<file path="src/rtl/i2s2_tx_if.sv">
// Sample handshake bundle between the synthesizer and the I2S transmitter.
// A stereo pair (left/right, two's complement) is transferred on a cycle where
// sample_valid_in and sample_ready_out are both high.
//   master: drives sample_l_in, sample_r_in, sample_valid_in; reads sample_ready_out
//   slave : reads the pair and valid; drives sample_ready_out
interface i2s2_tx_if #(
  parameter int unsigned WIDTH = 16
);
  logic [WIDTH-1:0] sample_l_in;
  logic [WIDTH-1:0] sample_r_in;
  logic             sample_valid_in;
  logic             sample_ready_out;

  modport master (
    output sample_l_in,
    output sample_r_in,
    output sample_valid_in,
    input  sample_ready_out
  );

  modport slave (
    input  sample_l_in,
    input  sample_r_in,
    input  sample_valid_in,
    output sample_ready_out
  );
endinterface

</file>
<file path="src/rtl/i2s2_tx.sv">
// I2S transmitter for the Pmod I2S2 DAC path.
// Derives MCLK, SCLK and LRCK from clk_in, buffers stereo pairs in a small FIFO and
// serialises each channel as 24-bit Philips I2S, MSB first, one SCLK after the LRCK edge.
// A new pair is taken from the FIFO at every frame boundary (last cycle of bit 63).
//
// Ports:
//   clk_in       : audio clock (98.3 MHz)
//   n_rst_in     : asynchronous active-low reset
//   sample_if    : slave side of the sample valid/ready handshake (i2s2_tx_if)
//   mclk_out     : DAC master clock, toggles every MCLK_HALF cycles
//   lrck_out     : word select, 0 = left, 1 = right
//   sclk_out     : serial bit clock, period 2*SCLK_HALF cycles
//   sdin_out     : serial data, changes on SCLK falling edges
//   underrun_out : one-cycle pulse on a frame boundary with an empty FIFO
//
// Optional feature (macro I2S_UNDERRUN_HOLD_EN):
//   defined   : on underrun the previous pair is replayed
//   undefined : on underrun silence (zero) is sent
module i2s2_tx #(
  parameter int unsigned WIDTH      = 16,
  parameter int unsigned FIFO_DEPTH = 4,
  parameter int unsigned MCLK_HALF  = 2,
  parameter int unsigned SCLK_HALF  = 16
) (
  input  logic        clk_in,
  input  logic        n_rst_in,
  i2s2_tx_if.slave    sample_if,
  output logic        mclk_out,
  output logic        lrck_out,
  output logic        sclk_out,
  output logic        sdin_out,
  output logic        underrun_out
);

  localparam int unsigned PhW = $clog2(2 * SCLK_HALF);
  localparam int unsigned McW = (MCLK_HALF > 1) ? $clog2(MCLK_HALF) : 1;
  localparam int unsigned AW  = $clog2(FIFO_DEPTH);
  localparam int unsigned CW  = $clog2(FIFO_DEPTH + 1);

  localparam logic [PhW-1:0] PhLast  = PhW'(2 * SCLK_HALF - 1);
  localparam logic [PhW-1:0] PhRise  = PhW'(SCLK_HALF);
  localparam logic [McW-1:0] McLast  = McW'(MCLK_HALF - 1);
  localparam logic [CW-1:0]  CntFull = CW'(FIFO_DEPTH);

  // Left-justify to 24 bits: {sample, zeros}, sign bit lands in bit 23.
  function automatic logic [23:0] align24(input logic [WIDTH-1:0] s);
    logic [23:0] w;
    w = '0;
    w[23 -: WIDTH] = s;
    return w;
  endfunction

  // Timing counters
  logic [PhW-1:0] r_ph;
  logic [5:0]     r_b;
  logic [McW-1:0] r_mc;
  logic [PhW-1:0] w_ph_d;
  logic [5:0]     w_b_d;
  logic           w_ph_wrap;
  logic           w_boundary;
  logic           w_boundary_d;

  // FIFO
  logic [WIDTH-1:0] r_fifo_l [FIFO_DEPTH];
  logic [WIDTH-1:0] r_fifo_r [FIFO_DEPTH];
  logic [AW-1:0]    r_wptr;
  logic [AW-1:0]    r_rptr;
  logic [CW-1:0]    r_count;
  logic [CW-1:0]    w_count_d;
  logic             w_push;
  logic             w_pop;

  // Shadow pair being serialised and output registers
  logic [WIDTH-1:0] r_shad_l;
  logic [WIDTH-1:0] r_shad_r;
  logic             r_ready;
  logic             r_mclk;
  logic             r_sclk;
  logic             r_lrck;
  logic             r_sdin;
  logic             r_underrun;

  logic [23:0] w_word;
  logic [4:0]  w_p;
  logic [4:0]  w_bit_idx;
  logic        w_sdin_d;

  always_comb begin
    w_ph_wrap    = (r_ph == PhLast);
    w_ph_d       = w_ph_wrap ? '0 : r_ph + 1'b1;
    w_b_d        = w_ph_wrap ? r_b + 6'd1 : r_b;
    w_boundary   = w_ph_wrap && (r_b == 6'd63);
    w_boundary_d = (w_ph_d == PhLast) && (w_b_d == 6'd63);
  end

  always_comb begin
    w_push = sample_if.sample_valid_in && r_ready;
    w_pop  = w_boundary && (r_count != '0);
    unique case ({w_push, w_pop})
      2'b10:   w_count_d = r_count + 1'b1;
      2'b01:   w_count_d = r_count - 1'b1;
      default: w_count_d = r_count;
    endcase
  end

  // Serial bit for the slot about to start. The shadow only changes on the edge into
  // slot position 0, where the output is 0 anyway, so the current shadow is safe to use.
  always_comb begin
    w_word    = w_b_d[5] ? align24(r_shad_r) : align24(r_shad_l);
    w_p       = w_b_d[4:0];
    w_bit_idx = 5'd24 - w_p;
    w_sdin_d  = 1'b0;
    if ((w_p >= 5'd1) && (w_p <= 5'd24)) begin
      w_sdin_d = w_word[w_bit_idx];
    end
  end

  always_ff @(posedge clk_in or negedge n_rst_in) begin
    if (!n_rst_in) begin
      r_ph   <= '0;
      r_b    <= '0;
      r_mc   <= '0;
      r_mclk <= 1'b0;
      r_sclk <= 1'b0;
      r_lrck <= 1'b0;
      r_sdin <= 1'b0;
    end else begin
      r_ph   <= w_ph_d;
      r_b    <= w_b_d;
      r_sclk <= (w_ph_d >= PhRise);
      r_lrck <= w_b_d[5];
      if (r_mc == McLast) begin
        r_mc   <= '0;
        r_mclk <= ~r_mclk;
      end else begin
        r_mc <= r_mc + 1'b1;
      end
      // Data only moves on the SCLK falling edge (ph wrap).
      if (w_ph_d == '0) begin
        r_sdin <= w_sdin_d;
      end
    end
  end

  always_ff @(posedge clk_in or negedge n_rst_in) begin
    if (!n_rst_in) begin
      r_wptr     <= '0;
      r_rptr     <= '0;
      r_count    <= '0;
      r_ready    <= 1'b0;
      r_underrun <= 1'b0;
      r_shad_l   <= '0;
      r_shad_r   <= '0;
    end else begin
      r_count    <= w_count_d;
      r_ready    <= (w_count_d != CntFull);
      // Registered from next state so the pulse sits exactly on the boundary cycle.
      r_underrun <= w_boundary_d && (w_count_d == '0);
      if (w_push) begin
        r_wptr <= r_wptr + 1'b1;
      end
      if (w_pop) begin
        r_rptr   <= r_rptr + 1'b1;
        r_shad_l <= r_fifo_l[r_rptr];
        r_shad_r <= r_fifo_r[r_rptr];
      end else if (w_boundary) begin
`ifdef I2S_UNDERRUN_HOLD_EN
        r_shad_l <= r_shad_l;
        r_shad_r <= r_shad_r;
`else
        r_shad_l <= '0;
        r_shad_r <= '0;
`endif
      end
    end
  end

  // Storage needs no reset; occupancy is tracked by r_count.
  always_ff @(posedge clk_in) begin
    if (w_push) begin
      r_fifo_l[r_wptr] <= sample_if.sample_l_in;
      r_fifo_r[r_wptr] <= sample_if.sample_r_in;
    end
  end

  assign sample_if.sample_ready_out = r_ready;
  assign mclk_out                   = r_mclk;
  assign sclk_out                   = r_sclk;
  assign lrck_out                   = r_lrck;
  assign sdin_out                   = r_sdin;
  assign underrun_out               = r_underrun;

endmodule
</file>
<file path="src/flat_wrapper.sv">
// flat-port wrapper written by rule: the top's interface ports become plain ports
module i2s2_tx_flat 
#(
  parameter int unsigned WIDTH      = 16,
  parameter int unsigned FIFO_DEPTH = 4,
  parameter int unsigned MCLK_HALF  = 2,
  parameter int unsigned SCLK_HALF  = 16
)
  (clk_in, n_rst_in, mclk_out, lrck_out, sclk_out, sdin_out, underrun_out, sample_if_sample_l_in, sample_if_sample_r_in, sample_if_sample_valid_in, sample_if_sample_ready_out);
  i2s2_tx_if #(.WIDTH(WIDTH)) sample_if_i ();
  input  logic clk_in;
  input  logic n_rst_in;
  output logic mclk_out;
  output logic lrck_out;
  output logic sclk_out;
  output logic sdin_out;
  output logic underrun_out;
  input wire logic [$bits(sample_if_i.sample_l_in)-1:0] sample_if_sample_l_in;
  input wire logic [$bits(sample_if_i.sample_r_in)-1:0] sample_if_sample_r_in;
  input wire logic [$bits(sample_if_i.sample_valid_in)-1:0] sample_if_sample_valid_in;
  output wire logic [$bits(sample_if_i.sample_ready_out)-1:0] sample_if_sample_ready_out;
  assign sample_if_i.sample_l_in = sample_if_sample_l_in;
  assign sample_if_i.sample_r_in = sample_if_sample_r_in;
  assign sample_if_i.sample_valid_in = sample_if_sample_valid_in;
  assign sample_if_sample_ready_out = sample_if_i.sample_ready_out;
  i2s2_tx #(.WIDTH(WIDTH), .FIFO_DEPTH(FIFO_DEPTH), .MCLK_HALF(MCLK_HALF), .SCLK_HALF(SCLK_HALF)) u_core (.clk_in(clk_in), .n_rst_in(n_rst_in), .sample_if(sample_if_i), .mclk_out(mclk_out), .lrck_out(lrck_out), .sclk_out(sclk_out), .sdin_out(sdin_out), .underrun_out(underrun_out));
endmodule
</file>
<file path="config.mk">
export PLATFORM = sky130hd
export DESIGN_NAME = i2s2_tx_flat
export DESIGN_NICKNAME = d
export VERILOG_FILES = /design/src/rtl/i2s2_tx_if.sv /design/src/rtl/i2s2_tx.sv /design/src/flat_wrapper.sv
export SDC_FILE = /design/constraint.sdc
export NUM_CORES = 1
export LEC_CHECK = 0
export ABC_AREA = 1
export BUFFER_PORTS_ARGS = -buffer_cell sky130_fd_sc_hd__buf_2
export CAP_MARGIN = 30
export CORE_ASPECT_RATIO = 0.9
export CORE_MARGIN = 2
export CORE_UTILIZATION = 39
export CTS_CLUSTER_SIZE = 10
export DETAILED_ROUTE_END_ITERATION = 12
export GPL_TIMING_DRIVEN = 1
export PLACE_DENSITY_LB_ADDON = 0.15
export SYNTH_ARGS = -nofsm -noshare
export SYNTH_HDL_FRONTEND = slang
export SYNTH_SLANG_ARGS = --single-unit
</file>
<file path="constraint.sdc">
create_clock -name clk_in -period 4.4 [get_ports clk_in]
set_clock_uncertainty 0.1 [all_clocks]
set_input_delay 0 -clock clk_in [delete_from_list [all_inputs] [get_ports clk_in]]
set_output_delay 0 -clock clk_in [all_outputs]
set_load 0.005 [all_outputs]
</file>
==> metrics.md, run 1 <==
| Metric | Value |
|---|---|
| Tightest Hold Check Type | in -> reg |
| Starting DRC count in detailed routing | 358 |
| Post-Syn Area per Cell | 12.0 um2 |
| Fill cells | about 1800 |
| H-tree depth | 4 |
| Pin count of the biggest net entering global routing | 66 |
| Area occupied by registers | 5250 um2 |
| CP Class | reg -> reg |
| Power consumption | slightly below 4 mW |
| Yosys warns | 0 |
| Post-synth EDFFs | ~130 |
| CP Cell Sequence | ha_1, nand2_1, nor2_1, ha_1, nand3_2, nor2_1, nand2_2, nor2_4, o31ai_2, inv_2, ha_1, inv_1, fa_1, a21oi_1, o21ai_0, xnor2_1, nor4_1 |
| Fin area | 8880 um2 |
| Num rows | 48 |
| Sw frac | around 25% |
| Run status | completed |
| Fin util | 46.5% |
| Via count | 4835 |
| IO Pins | 41 |
| Port Buf Inserts | 40 |
| Vias in the first global route | slightly below 5000 |
| Max Fclk | 265 MHz |
| # clock sinks | approximately 180 |
| Syn nets | ~680 |
| Core ar. | 19100 um2 |
| Fin. Hold Viols | 0 |
| Tmin final | ~3.8 ns |
| Starting density of the core | 39.7% |
| Die ar. | 20600 um2 |
| Final setup violation count | 0 |
| Syn Inst Count | approximately 630 |
| Synth Cell Area | 7580 um2 |
| First-pass GRT wire length | 25.3 mm |
| CP most frequent cell | ha_1 |
| Combinational share of power | 10.2% |
| Fraction of layout cells with a size suffix above 1 | between 10% and 20% |
| Arrival @ worst endpoint | 3.99 ns |
| Sequential power share | 55.2% |
| Post-synth ARST share | around 30% |
| Normalized max-slew margin | between 50% and 60% |
| Post-synthesis sequential area ratio | 69.2% |
| Final Wtd Congestion | 0.889 |
| Worst Path Required | around 4.6 ns |
| Slew @ Worst Pin | 0.734 ns |
| Root buf cell | clkbuf_16 |
| CTS Buf Count | 17 |
| Synth cell types | 35 |
| Ranking of synthesized cells by area | edfxtp_1 51%, dfrtp_1 18%, nand2_1 7.3% |
| Share of the synthesized area in the top cell type | 50.7% |
| Multi-input gate area | 2030 um2 |
| Antenna cells | 0 |
| Worst Path Buf+Inv | 2 |
| Sw Pwr | about 1000 uW |
| Cell taking the most area after synthesis | edfxtp_1 |
| Worst skew pair latency | 0.43 ns |
| Post-Route WL | 15.4 mm |
| P per Cell Area | 447 nW/um2 |
| Max-cap violation count | 0 |
| Critical Path Max Stage Delay | 0.41 ns |
| Crit Path Max Fanout | 26 |
| Slowest-stage cell, CP | dfrtp_1 |
| Post-synthesis register bit count | 184 |
| Count of pins over their slew limit | 0 |
| Antenna-violating nets left | 0 |
| Routed len/inst | around 16 um |
| Synth Flop Type | edfxtp_1 |
| Nets | 750 |
| Via density per instance | 5.01 |
| Die height | 136 um |
| Setup Buffers After CTS | 0 |
| Worst vdd ir | between 200 and 250 uV |
| DP HPWL | 9.14 mm |
| Final period utilization | 85.7% |
| Die width | 151 um |
| CTS Buffer Depth | 2 |
| Initial antenna violation count | 0 |
| CP top delay family | simple AND/OR/NAND/NOR gates |
| CP startpoint kind | register |
| DP Area | 8020 um2 |
| Reg clk slew, reported paths | 0.07 ns |
| Remaining DRCs | 0 |
| Gr usage total | 16.4% |
| Unrepaired setup endpoints after global routing | false |
| Synthesis-to-finish area growth | 17.2% |
| Final setup TNS | 0 ns |
| CP Capture Type | register |
| CTS tree | done |
| Pre-antenna DRT Iters | 4 |
| Leak | between 3 and 4 nW |
| Clk pwr share | 34.6% |
| Internal power | ~3.0 mW |
| Grt ovf | 0 |
[timing repair]
item,CTS,global route
hold buffers,33,0
endpoints found under the hold margin,184,0
resized for setup,0,0
[power groups by stage]
| stage | registers (mW) | logic, mW | clock network (mW) |
|---|---|---|---|
| after floorplan | 2.22 | 0.220 | 0 |
| after global placement | 2.22 | 0.386 | 0 |
| after detailed placement | 2.23 | 0.396 | 0 |
| after CTS | 2.19 | 0.420 | 1.41 |
| after global routing | 2.21 | 0.467 | 1.49 |
| final | 2.19 | 0.404 | 1.37 |
[per-stage QoR]
step | hold WS, ns | cells | setup WS (ns)
finish | 0.0223 | 965 | 0.630
global route | 0.0838 | 965 | 0.196
CTS | 0.0235 | 965 | 0.622
detailed placement | 0.0844 | 900 | 0.689
global placement | 0.0743 | 900 | 0.818
floorplan | -0.396 | 634 | 1.34
[synthesized netlist by cell type (all sizes together) (12+ instances only)]
cell type	n
nand2	151
edfxtp	128
o21ai	60
dfrtp	56
nand3	49
inv	42
a21oi	34
a32o	24
clkbuf	21
nor2	19
buf	12
ha	12
[worst register-to-register path: stages, from the launching register on]
cell and delay (ns):
dfrtp_1 0.41, ha_1 0.20, nand2_1 0.08, nor2_1 0.10, ha_1 0.36, nand3_2 0.13
nor2_1 0.13, nand2_2 0.28, nor2_4 0.28, o31ai_2 0.12, inv_2 0.13, ha_1 0.16
inv_1 0.07, fa_1 0.38, a21oi_1 0.16, o21ai_0 0.12, xnor2_1 0.18, nor4_1 0.27
[routing by layer]
metal,vias up,share of wire (%),global-route usage [%]
met5,-,0,0
met4,0,1.2,5.24
met3,17,3.8,3.79
met2,75,47,25.6
met1,2369,48,23.0
li1,2374,-,-
[registers in the layout, indices dropped and copies added (netlist names)]
signal                             cells
u_core.r_fifo_r                       64
u_core.sclk_out                        1
u_core.r_ph                            5
u_core.sample_if.sample_ready_out      1
u_core.r_shad_r                       16
u_core.r_wptr                          2
u_core.r_mc                            1
u_core.mclk_out                        1
u_core.r_rptr                          2
u_core.sdin_out                        1
u_core.r_b                             6
u_core.r_fifo_l                       64
u_core.r_count                         3
u_core.underrun_out                    1
u_core.r_shad_l                       16
[area by class of cell]
class                      count  share of cell area (%)
clock inverter                13                    1.09
multi-input combinational    374                    22.8
clock buffer                  19                    4.88
timing repair buffer          82                    6.74
tap                          250                    3.52
sequential                   184                    59.1
inverter                      43                    1.82
[cell families (layout without fill, tap and decap cells)]
logic type / Yosys count / after routing / share of synthesized area [%]
adder cells (fa/ha/maj): 13 / 13 / 2.25
XOR/XNOR: 9 / 9 / 1.04
AO/OA/AOI/OAI: 128 / 128 / 10.6
flip-flops: 184 / 184 / 69.2
AND/OR/NAND/NOR: 224 / 224 / 12.8
buffers and inverters: 76 / 157 / 4.14
[worst paths after layout]
kind	cells after the start	startpoint	slack (ns)	to
setup / recovery	17	u_core.r_ph[0]$_DFF_PN0_	0.63	u_core.underrun_out$_DFF_PN0_
min in group asynchronous	3	n_rst_in	0.13	u_core.mclk_out$_DFFE_PN0P_
hold reg to reg	1	u_core.r_mc$_DFF_PN0_	0.34	u_core.r_mc$_DFF_PN0_
max in group asynchronous	3	n_rst_in	3.54	u_core.r_rptr[1]$_DFFE_PN0P_
setup reg to reg	17	u_core.r_ph[0]$_DFF_PN0_	0.63	u_core.underrun_out$_DFF_PN0_
hold / removal	4	sample_if_sample_valid_in	0.02	u_core.r_wptr[1]$_DFFE_PN0P_
[cells in the final DEF (no fill, tap or decap), drive strengths merged, types with 7 or more instances in the layout]
| cell | n |
|---|---|
| nor2 | 19 |
| xor2 | 7 |
| dlygate4sd3 | 33 |
| a32o | 24 |
| edfxtp | 128 |
| clkinv | 9 |
| a32oi | 8 |
| o21ai | 60 |
| nand3 | 49 |
| inv | 46 |
| a21oi | 34 |
| clkbuf | 19 |
| dfrtp | 56 |
| buf | 49 |
| ha | 12 |
| nand2 | 151 |
Note: power is estimated with default switching activity, not from simulation.
==> run 2, diff against run 1 <==
--- a/config.mk
+++ b/config.mk
@@ -12,3 +12,3 @@
 export CORE_MARGIN = 2
-export CORE_UTILIZATION = 39
+export CORE_UTILIZATION = 45
 export CTS_CLUSTER_SIZE = 10
@@ -17,2 +17,3 @@
 export PLACE_DENSITY_LB_ADDON = 0.15
+export REMOVE_ABC_BUFFERS = 1
 export SYNTH_ARGS = -nofsm -noshare
==> constraint.sdc (replaced) <==
create_clock -name clk_in -period 4.4 [get_ports clk_in]
set_clock_uncertainty 0.1 [all_clocks]
set_input_delay 0.88 -clock clk_in [delete_from_list [all_inputs] [get_ports clk_in]]
set_output_delay 0.88 -clock clk_in [all_outputs]
set_load 0.005 [all_outputs]
==> metrics.md, run 2 (synthesized netlist as in run 1, its figures left out) <==
| Metric | Value |
|---|---|
| Core ar. | 16300 um2 (was 19100 um2) |
| Pin count of the biggest net entering global routing | 65 (was 66) |
| Fraction of layout cells with a size suffix above 1 | 14.2% (was 13.4%) |
| P per Cell Area | 470 nW/um2 (was 447 nW/um2) |
| Count of pins over their slew limit | 0 (unchanged) |
| Pre-antenna DRT Iters | 4 (unchanged) |
| Commonest non-fill, non-tap cells in the layout | 147 x nand2_1, 128 x edfxtp_1, 54 x dfrtp_1 (unchanged) |
| CTS resizes | 0 (unchanged) |
| Die height | 127 um (was 136 um) |
| Tightest Hold Check Type | in -> async (was in -> reg) |
| Antenna cells | 0 (unchanged) |
| Worst Path Required | 4.62 ns (about the same) |
| Post-Route WL | 14.8 mm (was 15.4 mm) |
| Via count | 4731 (was 4835) |
| Root buf cell | clkbuf_16 (unchanged) |
| Final setup violation count | 0 (unchanged) |
| Crit Path Max Fanout | 26 (unchanged) |
| Vias in the first global route | 4919 (was 4815) |
| Synthesis-to-finish area growth | 12.7% (was 17.2%) |
| Final Wtd Congestion | 0.823 (was 0.889) |
| DP Area | 7980 um2 (was 8020 um2) |
| Max-cap violation count | 0 (unchanged) |
| Initial antenna violation count | 0 (unchanged) |
| Antenna-violating nets left | 0 (unchanged) |
| Fin. Hold Viols | 0 (unchanged) |
| # clock sinks | 184 (unchanged) |
| Worst skew pair latency | 0.44 ns (was 0.43 ns) |
| DP HPWL | 8.94 mm (was 9.14 mm) |
| Leak | 3.36 nW (was 3.48 nW) |
| Fin area | 8540 um2 (was 8880 um2) |
| CP startpoint kind | register (unchanged) |
| Final period utilization | 84.4% (was 85.7%) |
| Run status | completed (unchanged) |
| H-tree depth | 4 (unchanged) |
| Nets | 717 (was 750) |
| Remaining DRCs | 0 (unchanged) |
| Starting DRC count in detailed routing | 344 (was 358) |
| Gr usage total | 18.1% (was 16.4%) |
| Normalized max-slew margin | 52.6% (was 51.0%) |
| Setup Buffers After CTS | 0 (unchanged) |
| CTS Buf Count | 17 (unchanged) |
| Die width | 141 um (was 151 um) |
| Num rows | 44 (was 48) |
| Power consumption | 4.01 mW (was 3.97 mW) |
| CTS tree | done (unchanged) |
| Top Registers | u_core.r_fifo_l: 64 flops, u_core.r_fifo_r: 64 flops (unchanged) |
| Slew @ Worst Pin | 0.711 ns (was 0.734 ns) |
| CP Class | reg -> reg (unchanged) |
| Unrepaired setup endpoints after global routing | false (unchanged) |
| CTS Buffer Depth | 2 (unchanged) |
| Final setup TNS | 0 ns (unchanged) |
| Commonest non-fill, non-tap cell in the layout | nand2_1 (unchanged) |
| Max Fclk | 269 MHz (was 265 MHz) |
| Die ar. | 17900 um2 (was 20600 um2) |
| Arrival @ worst endpoint | 3.94 ns (was 3.99 ns) |
| CP Capture Type | register (unchanged) |
| Hold-fix buffers at CTS | 0 (was 33) |
| Reg clk slew, reported paths | 0.07 ns (about the same) |
| First-pass GRT wire length | 25.0 mm (was 25.3 mm) |
| IO Pins | 41 (unchanged) |
| Starting density of the core | 46.5% (was 39.7%) |
| Fill cells | 1407 (was 1767) |
| Grt ovf | 0 (unchanged) |
| Port Buf Inserts | 40 (unchanged) |
| Via density per instance | 5.32 (was 5.01) |
| Tmin final | 3.71 ns (was 3.77 ns) |
| Routed len/inst | 16.6 um (was 15.9 um) |
| Worst vdd ir | 291 uV (was 246 uV) |
[run 2: cell types whose count changed in the layout (fill, tap and decap cells not counted), sizes merged]
cell,delta
dlygate4sd3,-33
inv,+3
clkbuf,-2
clkinv,-1
[run 2: cell type report]
class	instances	area [um2]	share of cell area (%)
sequential	184	5250	61.5
multi-input combinational	374	2030	23.8
clock buffer	17	425	4.98
timing repair buffer	49	280	3.28
tap	207	259	3.03
inverter	43	161	1.89
clock inverter	15	138	1.61
[run 2: path summary, 6_finish.rpt]
check	cells past startpoint	start	slack [ns]	to
worst max-delay path	17	u_core.r_ph[0]$_DFF_PN0_	0.69	u_core.underrun_out$_DFF_PN0_
worst min-delay path	1	n_rst_in	0.18	u_core.sclk_out$_DFF_PN0_
worst max register to register	17	u_core.r_ph[0]$_DFF_PN0_	0.69	u_core.underrun_out$_DFF_PN0_
worst min register to register	1	u_core.r_mc$_DFF_PN0_	0.33	u_core.r_mc$_DFF_PN0_
max in group asynchronous	2	n_rst_in	3.14	u_core.r_rptr[0]$_DFFE_PN0P_
min in group clk_in	1	u_core.r_mc$_DFF_PN0_	0.33	u_core.r_mc$_DFF_PN0_
[run 2: stage by stage]
| stage | utilization [%] | hold slack, ns | std cells | setup slack [ns] |
|---|---|---|---|---|
| after floorplan | - | 0.313 | 601 | 0.982 |
| after global placement | 48.8 | 0.324 | 856 | 0.846 |
| after detailed placement | 48.9 | 0.334 | 857 | 0.656 |
| after CTS | 52.4 | 0.170 | 889 | 0.661 |
| after global routing | 52.4 | 0.177 | 889 | 0.198 |
| final | 52.4 | 0.183 | 889 | 0.687 |
[run 2: per-layer routing]
metal | global-route usage, % | wire (um)
met5 | 0 | 0
met4 | 6.88 | 343
met1 | 24.5 | 6970
met2 | 28.5 | 6880
met3 | 4.76 | 591
[run 2: critical path: stages, from the launching register on]
cell and delay (ns):
dfrtp_1 0.42, ha_1 0.19, nand2_1 0.08, nor2_1 0.10, ha_1 0.38, nand3_2 0.14
nor2_1 0.13, nand2_2 0.26, nor2_4 0.28, o31ai_2 0.12, inv_2 0.14, ha_1 0.16
inv_1 0.06, fa_1 0.38, a21oi_1 0.14, o21ai_0 0.11, xnor2_1 0.17, nor4_1 0.25
[run 2: power breakdown]
| group | leakage (nW) | internal (mW) | switching (mW) | total, mW |
|---|---|---|---|---|
| clock network | 0.274 | 0.747 | 0.692 | 1.44 |
| registers | 1.91 | 2.12 | 0.0654 | 2.19 |
| logic | 1.17 | 0.106 | 0.279 | 0.386 |
| total | 3.36 | 2.98 | 1.04 | 4.01 |
